File: src/rtl/serial_add_ctrl_pkg.sv
// Shared definitions for the bit-serial adder sequencer.
//   state_e   : controller FSM state encoding (IDLE=0, RUN=1, DONE=2).
//   cnt_width : bit-counter width, clog2(max(width, 2)).
package serial_add_ctrl_pkg;

  typedef enum logic [1:0] {
    StIdle = 2'd0,
    StRun  = 2'd1,
    StDone = 2'd2
  } state_e;

  function automatic int unsigned cnt_width(input int unsigned width);
    int unsigned v;
    int unsigned r;
    v = ((width < 2) ? 2 : width) - 1;
    r = 0;
    while (v > 0) begin
      r++;
      v = v >> 1;
    end
    return r;
  endfunction

endpackage

File: src/rtl/serial_add_ctrl_if.sv
// Operand/result handshake bundle for serial_add_ctrl.
//   Request side : in_valid, in_ready, a, b, c_in
//   Result side  : out_valid, out_ready, sum, c_out
//   Status       : busy
// modport slave  : the adder engine.
// modport master : the requester (hash round controller / bench).
interface serial_add_ctrl_if #(
  parameter int unsigned WIDTH = 32
);

  logic             in_valid;
  logic             in_ready;
  logic [WIDTH-1:0] a;
  logic [WIDTH-1:0] b;
  logic             c_in;
  logic             out_valid;
  logic             out_ready;
  logic [WIDTH-1:0] sum;
  logic             c_out;
  logic             busy;

  modport slave (
    input  in_valid, a, b, c_in, out_ready,
    output in_ready, out_valid, sum, c_out, busy
  );

  modport master (
    output in_valid, a, b, c_in, out_ready,
    input  in_ready, out_valid, sum, c_out, busy
  );

endinterface

File: src/rtl/serial_add_ctrl_full_adder.sv
// One-bit full-adder cell; the whole datapath of the serial adder.
//   a_i, b_i, c_i : addend bits and carry-in
//   sum_o, c_o    : sum bit and carry-out
module serial_add_ctrl_full_adder (
  input  logic a_i,
  input  logic b_i,
  input  logic c_i,
  output logic sum_o,
  output logic c_o
);

  assign sum_o = a_i ^ b_i ^ c_i;
  assign c_o   = (a_i & b_i) | (a_i & c_i) | (b_i & c_i);

endmodule

File: src/rtl/serial_add_ctrl.sv
// Bit-serial adder sequencer: accepts two WIDTH-bit operands plus carry-in,
// feeds one full-adder cell LSB-first over WIDTH cycles, and returns the
// WIDTH-bit sum (mod 2^WIDTH) with the final carry-out.
//   clk : clock, rising edge
//   rst : synchronous active-high reset
//   bus : request/result handshake (slave side), see serial_add_ctrl_if
module serial_add_ctrl
  import serial_add_ctrl_pkg::*;
#(
  parameter int unsigned WIDTH = 32
) (
  input logic              clk,
  input logic              rst,
  serial_add_ctrl_if.slave bus
);

  localparam int unsigned CntW = cnt_width(WIDTH);

  state_e           state_q;
  logic [WIDTH-1:0] a_sr_q, b_sr_q, sum_sr_q, sum_sr_d;
  logic [WIDTH-1:0] sum_q;
  logic             carry_q, c_out_q;
  logic [CntW-1:0]  cnt_q;
  logic             in_ready_q, out_valid_q, busy_q;

  logic             fa_sum, fa_cout;
  logic             last_bit;
  logic [WIDTH:0]   sum_shift;
  logic             unused_sum_lsb;

  serial_add_ctrl_full_adder u_fa (
    .a_i  (a_sr_q[0]),
    .b_i  (b_sr_q[0]),
    .c_i  (carry_q),
    .sum_o(fa_sum),
    .c_o  (fa_cout)
  );

  // New sum bit enters at the MSB; after WIDTH shifts bit 0 holds the LSB.
  // Built through a WIDTH+1 vector so WIDTH=1 needs no special case.
  always_comb begin
    sum_shift      = {fa_sum, sum_sr_q};
    sum_sr_d       = sum_shift[WIDTH:1];
    unused_sum_lsb = sum_shift[0];
    last_bit       = (cnt_q == CntW'(WIDTH - 1));
  end

  always_ff @(posedge clk) begin
    if (rst) begin
      state_q     <= StIdle;
      a_sr_q      <= '0;
      b_sr_q      <= '0;
      sum_sr_q    <= '0;
      sum_q       <= '0;
      carry_q     <= 1'b0;
      c_out_q     <= 1'b0;
      cnt_q       <= '0;
      in_ready_q  <= 1'b1;
      out_valid_q <= 1'b0;
      busy_q      <= 1'b0;
    end else begin
      case (state_q)
        StIdle: begin
          // in_ready_q is high throughout IDLE, so in_valid alone accepts.
          if (bus.in_valid) begin
            a_sr_q     <= bus.a;
            b_sr_q     <= bus.b;
            carry_q    <= bus.c_in;
            cnt_q      <= '0;
            state_q    <= StRun;
            in_ready_q <= 1'b0;
            busy_q     <= 1'b1;
          end
        end
        StRun: begin
          a_sr_q   <= a_sr_q >> 1;
          b_sr_q   <= b_sr_q >> 1;
          sum_sr_q <= sum_sr_d;
          carry_q  <= fa_cout;
          if (last_bit) begin
            // Separate result registers keep sum/c_out stable across the
            // next operation's RUN phase.
            sum_q       <= sum_sr_d;
            c_out_q     <= fa_cout;
            state_q     <= StDone;
            out_valid_q <= 1'b1;
          end else begin
            cnt_q <= cnt_q + CntW'(1);
          end
        end
        StDone: begin
          if (bus.out_ready) begin
            state_q     <= StIdle;
            out_valid_q <= 1'b0;
            busy_q      <= 1'b0;
            in_ready_q  <= 1'b1;
          end
        end
        default: begin
          state_q     <= StIdle;
          out_valid_q <= 1'b0;
          busy_q      <= 1'b0;
          in_ready_q  <= 1'b1;
        end
      endcase
    end
  end

  assign bus.in_ready  = in_ready_q;
  assign bus.out_valid = out_valid_q;
  assign bus.busy      = busy_q;
  assign bus.sum       = sum_q;
  assign bus.c_out     = c_out_q;

endmodule

File: src/flat_wrapper.sv
// flat-port wrapper written by rule: the top's interface ports become plain ports
module serial_add_ctrl_flat import serial_add_ctrl_pkg::*;
#(
  parameter int unsigned WIDTH = 32
)
  (clk, rst, bus_in_valid, bus_a, bus_b, bus_c_in, bus_out_ready, bus_in_ready, bus_out_valid, bus_sum, bus_c_out, bus_busy);
  serial_add_ctrl_if #(.WIDTH(WIDTH)) bus_i ();
  input logic clk;
  input logic rst;
  input wire logic [$bits(bus_i.in_valid)-1:0] bus_in_valid;
  input wire logic [$bits(bus_i.a)-1:0] bus_a;
  input wire logic [$bits(bus_i.b)-1:0] bus_b;
  input wire logic [$bits(bus_i.c_in)-1:0] bus_c_in;
  input wire logic [$bits(bus_i.out_ready)-1:0] bus_out_ready;
  output wire logic [$bits(bus_i.in_ready)-1:0] bus_in_ready;
  output wire logic [$bits(bus_i.out_valid)-1:0] bus_out_valid;
  output wire logic [$bits(bus_i.sum)-1:0] bus_sum;
  output wire logic [$bits(bus_i.c_out)-1:0] bus_c_out;
  output wire logic [$bits(bus_i.busy)-1:0] bus_busy;
  assign bus_i.in_valid = bus_in_valid;
  assign bus_i.a = bus_a;
  assign bus_i.b = bus_b;
  assign bus_i.c_in = bus_c_in;
  assign bus_i.out_ready = bus_out_ready;
  assign bus_in_ready = bus_i.in_ready;
  assign bus_out_valid = bus_i.out_valid;
  assign bus_sum = bus_i.sum;
  assign bus_c_out = bus_i.c_out;
  assign bus_busy = bus_i.busy;
  serial_add_ctrl #(.WIDTH(WIDTH)) u_core (.clk(clk), .rst(rst), .bus(bus_i));
endmodule
File: config.mk
export PLATFORM = sky130hd
export DESIGN_NAME = serial_add_ctrl_flat
export DESIGN_NICKNAME = d
export VERILOG_FILES = /design/src/rtl/serial_add_ctrl_pkg.sv /design/src/rtl/serial_add_ctrl_if.sv /design/src/rtl/serial_add_ctrl_full_adder.sv /design/src/rtl/serial_add_ctrl.sv /design/src/flat_wrapper.sv
export SDC_FILE = /design/constraint.sdc
export NUM_CORES = 1
export LEC_CHECK = 0
export ABC_AREA = 1
export ABC_CLOCK_PERIOD_IN_PS = 1550
export CORE_MARGIN = 4
export CORE_UTILIZATION = 47
export DETAILED_ROUTE_END_ITERATION = 16
export PLACE_DENSITY = 0.79
export SETUP_SLACK_MARGIN = 0.5
export SLEW_MARGIN = 0
export SYNTH_ARGS = -nofsm -noshare
export SYNTH_HDL_FRONTEND = slang
export SYNTH_SLANG_ARGS = --single-unit
File: constraint.sdc
create_clock -name clk -period 1.55 [get_ports clk]
set_input_delay 0.2325 -clock clk [delete_from_list [all_inputs] [get_ports clk]]
set_output_delay 0.2325 -clock clk [all_outputs]
set_load 0.01 [all_outputs]
# Yosys cells after proc, flatten, opt, wreduce, memory -nomap -nowiden
# Cells that the tools add are included.
[classes] add_sub_neg=1 n_eq_ne=7 n_mux=21 bitwise=9 reduce_logical=8
[ops] operator="32-bit one-hot mux with 2 select lines" count=2
[ops] operator="32-bit two-way mux" count=2
[ops] operator="3-bit AND reduction" count=4
[ops] operator="5-bit two-way mux" count=2
[ops] operator="5-bit one-hot mux with 2 select lines" count=1
[ops] operator="1-bit one-hot mux with 3 select lines" count=3
[ops] operator="1-bit two-way mux" count=6
[ops] operator="2-bit two-way mux" count=3
[ops] operator="2-bit inequality test, second input constant" count=3
[ops] operator="2-bit one-hot mux with 3 select lines" count=1
[ops] operator="5-bit by 1-bit adder with 5-bit output, second input constant" count=1
[ops] operator="5-bit == test, second input constant" count=1
[ops] operator="2-bit AND reduction" count=2
[ops] operator="1-bit AND" count=3
[ops] operator="2-bit by 1-bit == test with 1-bit output, second input constant" count=1
[ops] operator="2-bit == test, second input constant" count=1
[ops] operator="2-bit logical NOT" count=1
[ops] operator="2-bit by 1-bit inequality test with 1-bit output, second input constant" count=1
[ops] operator="1-bit NOT" count=2
[ops] operator="1-bit OR" count=2
[ops] operator="1-bit one-hot mux with 2 select lines" count=1
[ops] operator="2-bit nonzero test" count=1
[ops] operator="1-bit bitwise XOR" count=2
[word_totals] reg_bits=140 in_bits=69 output_inout_bits=36 elab_cells=57

# Longest topological paths before layout
[depth] word_depth=4 mapped_depth=9 depth_no_buf=9

# By module
# From an unflattened synthesis, not the netlist that was laid out.
[unflattened] cells_unflattened=828 hier_area_um2=5700.5
[by_module_without_submodules] mod="serial_add_ctrl" n_inst=1 cells_each=827 area_each_um2=5680.4 seq_area_each_um2=2782.7
[by_module_without_submodules] mod="serial_add_ctrl_full_adder" n_inst=1 cells_each=1 area_each_um2=20.0 seq_area_each_um2=0.0

# Least setup slack after synthesis
# Ideal clock, no wire load.
[synth_path] kind="reg-to-reg" from="reg u_core.cnt_q[0]" to="reg u_core.sum_q[10] (netlist: u_core.bus.sum[10])" setup_time_ps=86 t_arrival_ps=1528 t_required_ps=1464 setup_slack_ps=-63 stages_incl_launch_ff=10 path_buffers=1 synth_period_minus_slack_ps=1613 cell_sequence="dfxtp_1 > ha_1 > inv_1 > nor3_1 > ha_1 > nand2_2 > nor2_4 > buf_4 > nor2_1 > a211oi_1"
[synth_via] elab_chain_len=2
[synth_lines] item="start, declared" line="serial_add_ctrl.sv:23" text="logic [CntW-1:0] cnt_q;"
[synth_lines] item="start signal, assigned" line="serial_add_ctrl.sv:88" text="cnt_q <= cnt_q + CntW'(1);"
[synth_lines] item="5-bit == test" line="serial_add_ctrl.sv:45" text="last_bit = (cnt_q == CntW'(WIDTH - 1));"
[synth_lines] item="2-bit AND reduction (no source line)"
[synth_lines] item="end signal, assigned" line="serial_add_ctrl.sv:83" text="sum_q <= sum_sr_d;"
[synth_lines] item="end, declared" line="serial_add_ctrl.sv:21" text="logic [WIDTH-1:0] sum_q;"
# No other way between the ends.
# A chain may end at the register's enable or synchronous reset.

# Final worst setup path
[layout_path] from="reg u_core.cnt_q[2]" to="reg u_core.sum_q[4] (netlist: u_core.bus.sum[4])"
# The elaborated chain is that of the path after synthesis.

==> results.yml <==
yosys:
  ys_seq_elements: 139
  syn_inst: 799
  seq_area_frac_synth: 0.486
  async_flop_share: 0
  avgSynthCellArea_um2: 7.17
  synth_cell_types: 24
  syn_nets: 871
  synth_ff_type: "dfxtp_1"
  syn-cell-area_um2: 5730
  ys_warn_count: 0
  synth_edf_count: 0
finish:
  final_common_cell: "nor2_1"
  fin_util: 0.852
  nets: 1049
  syn_to_final_growth_pct: 77.9
  fin_cells: 1138
  finalInstanceArea_um2: 10200
  drive_gt1_frac: 0.451
  final_cell_mix: "nor2_1 (131), nand2_1 (99), dfxtp_1 (99)"
  fill_cells: 509
floorplan:
  coreArea_um2: 12000
  die_height_um: 118
  io_pins: 105
  num_rows: 40
  die_w_um: 118
  start_util: 0.479
  die_area_um2: 14000
power_and_ir_drop:
  worst_ir_drop_vdd_uv: 970
  power_frac_comb: 0.219
  sw_frac_of_total: 0.310
  powerDensity_nw_per_um2: 1040
  p_leak_nw: 4.36
  power_frac_clock: 0.398
  p_total_mw: 10.6
  p_seq_frac: 0.382
  switchingPower_mw: 3.29
  internal_power_mw: 7.31
critical_path:
  critical_path.startpoint_type: "flop"
  crit_path_max_fanout: 10
  cp.required_ns: 1.87
  crit_type: "flop to flop"
  end_kind: "flop"
  arrival_ns: 2.21
timing:
  period_needed_ns: 1.90
  finalHoldViolCount: 0
  setup_ws_ns: -0.347
  max_freq_mhz: 527
  worst_slew_pin_slew_ns: 0.451
  rsz0062_at_grt: "true"
  worst_clock_skew_ns: 0.0134
  slew_headroom: 0.700
  finalSetupViolCount: 41
  report.final.slew_viol_count: 0
  finalCritPeriodShare: 1.22
placement:
  dp_hpwl_mm: 8.22
  placed_cell_area_um2: 6990
  port_buffers: 104
  place_inst: 1020
  detailedPlace.worstSlack_ns: -0.0551
  gp_congestion: 0.806
flow_run:
  cap_violations: 0
detailed_routing:
  vias: 6975
  drc: 0
  drtAntennaViolNets: 0
  drt_first_pass_iters: 6
  routed_wl_mm: 26.1
  viasPerCell: 6.13
  wl_per_cell_um: 23.0
  detailedRoute.firstIterationViolations: 1040
outcome:
  status: "finished, violations left"
  failed_checks: "setup timing"
global_route:
  grt_pass1_vias: 5497
  grt_first_pass_wirelength_mm: 26.8
  grt_max_degree: 68
  antenna_found_initial: 1
  grt_overflow: 0
  grt.total_usage: 0.234
clock_tree:
  clk_latency_ns: 0.44
  cts_tree: "yes"
  cts_max_path_buffers: 2
  hold_buffers: 0
  clock_sinks: 139
  cts_buffers: 17
  cts-root-buf: "clkbuf_16"
  htree_num_levels: 4
  clk_pin_slew_ns: 0.07
worst_hold_path:
  min_path_type: "input pin to flop"
flip-flops by register name, summed over array words and instances (netlist names):
name / count
u_core.a_sr_q: 32
u_core.b_sr_q: 32
u_core.bus.sum: 32
u_core.sum_sr_q: 31
u_core.cnt_q: 5
u_core.state_q: 2
u_core.bus.busy: 1
u_core.bus.c_out: 1
u_core.bus.in_ready: 1
u_core.bus.out_valid: 1
u_core.carry_q: 1
cell usage after synthesis (14+ instances only):
cell,n,area [um^2]
nand2_1,209,785
nor2_1,156,586
dfxtp_1,139,2780
o21ai_0,93,465
a21oi_1,41,205
inv_1,40,150
a211oi_1,24,180
buf_4,18,135
clkbuf_1,18,67.6
buf_2,14,70.1
nand3_1,14,70.1
o21ai_1,14,70.1
timing repair:
action | CTS | global route
setup buffers | 26 | 22
pin swaps | 29 | 156
resized for setup | 280 | 352
setup endpoints to repair | 175 | 175
cloned | 11 | 26
final cells by class:
cell class / instances / area [um^2] / share of cell area
multi-input combinational: 565 / 3570 / 0.350
sequential: 139 / 2840 / 0.279
timing repair buffer: 210 / 2800 / 0.275
clock buffer: 18 / 429 / 0.0421
inverter: 43 / 193 / 0.0189
tap: 147 / 184 / 0.0181
clock inverter: 14 / 161 / 0.0158
timing repair inverter: 1 / 11.3 / 0.00111
antenna: 1 / 2.50 / 0.000246
path summary, 6_finish.rpt:
path                                   start                        endpoint  slack, ns  cells past startpoint
max             u_core.cnt_q[2]$_SDFFE_PP0P_  u_core.bus.sum[4]$_SDFFE_PP0P_      -0.35                      9
min reg2reg  u_core.sum_sr_q[1]$_SDFFE_PP0P_  u_core.bus.sum[0]$_SDFFE_PP0P_       0.49                      2
max reg2reg     u_core.cnt_q[2]$_SDFFE_PP0P_  u_core.bus.sum[4]$_SDFFE_PP0P_      -0.35                      9
min                                bus_b[13]  u_core.b_sr_q[13]$_SDFFE_PP0P_       0.46                      5
per-stage QoR:
step / hold slack [ns] / TNS (ns)
floorplan: 0.311 / 0
global placement: 0.454 / 0
detailed placement: 0.454 / -0.588
CTS: 0.417 / -0.795
global route: 0.453 / -10.79
finish: 0.456 / -7.25
worst max-delay path: stages, from the launching register on:
cell and delay [ns]:
dfxtp_2 0.35, inv_1 0.11, nor3_4 0.20, ha_2 0.21, nand2_2 0.08, nor2_4 0.17
buf_6 0.16, clkbuf_16 0.16, nor2_1 0.05, a211oi_1 0.28
logic make-up (layout without fill, tap and decap cells):
kind of cell               Yosys count  in the layout  synth area share
DFF                                139            139             0.486
other                                0              1                 0
adders and majority gates            3              3           0.00786
and+or+nand+nor                    389            390             0.265
AOI/OAI and AO/OA                  172            172             0.161
buffers and inverters               96            286            0.0804
power by group through the flow:
stage / Clock (mW) / Combinational (mW) / Sequential, mW
after floorplan: 0 / 0.768 / 3.99
after global placement: 0 / 1.09 / 4.01
after detailed placement: 0 / 1.11 / 4.01
after CTS: 4.10 / 1.42 / 3.95
after global routing: 4.34 / 2.41 / 4.07
final: 4.22 / 2.32 / 4.05
per-layer routing:
metal  GRT usage  vias to the layer above  part of all wire
met5           0                        -                 0
met4      0.0992                        0             0.065
met3      0.0584                      176             0.099
met2       0.386                      553              0.49
met1       0.291                     3319              0.35
li1            -                     2927                 -
(Power assumes the default switching activity.)
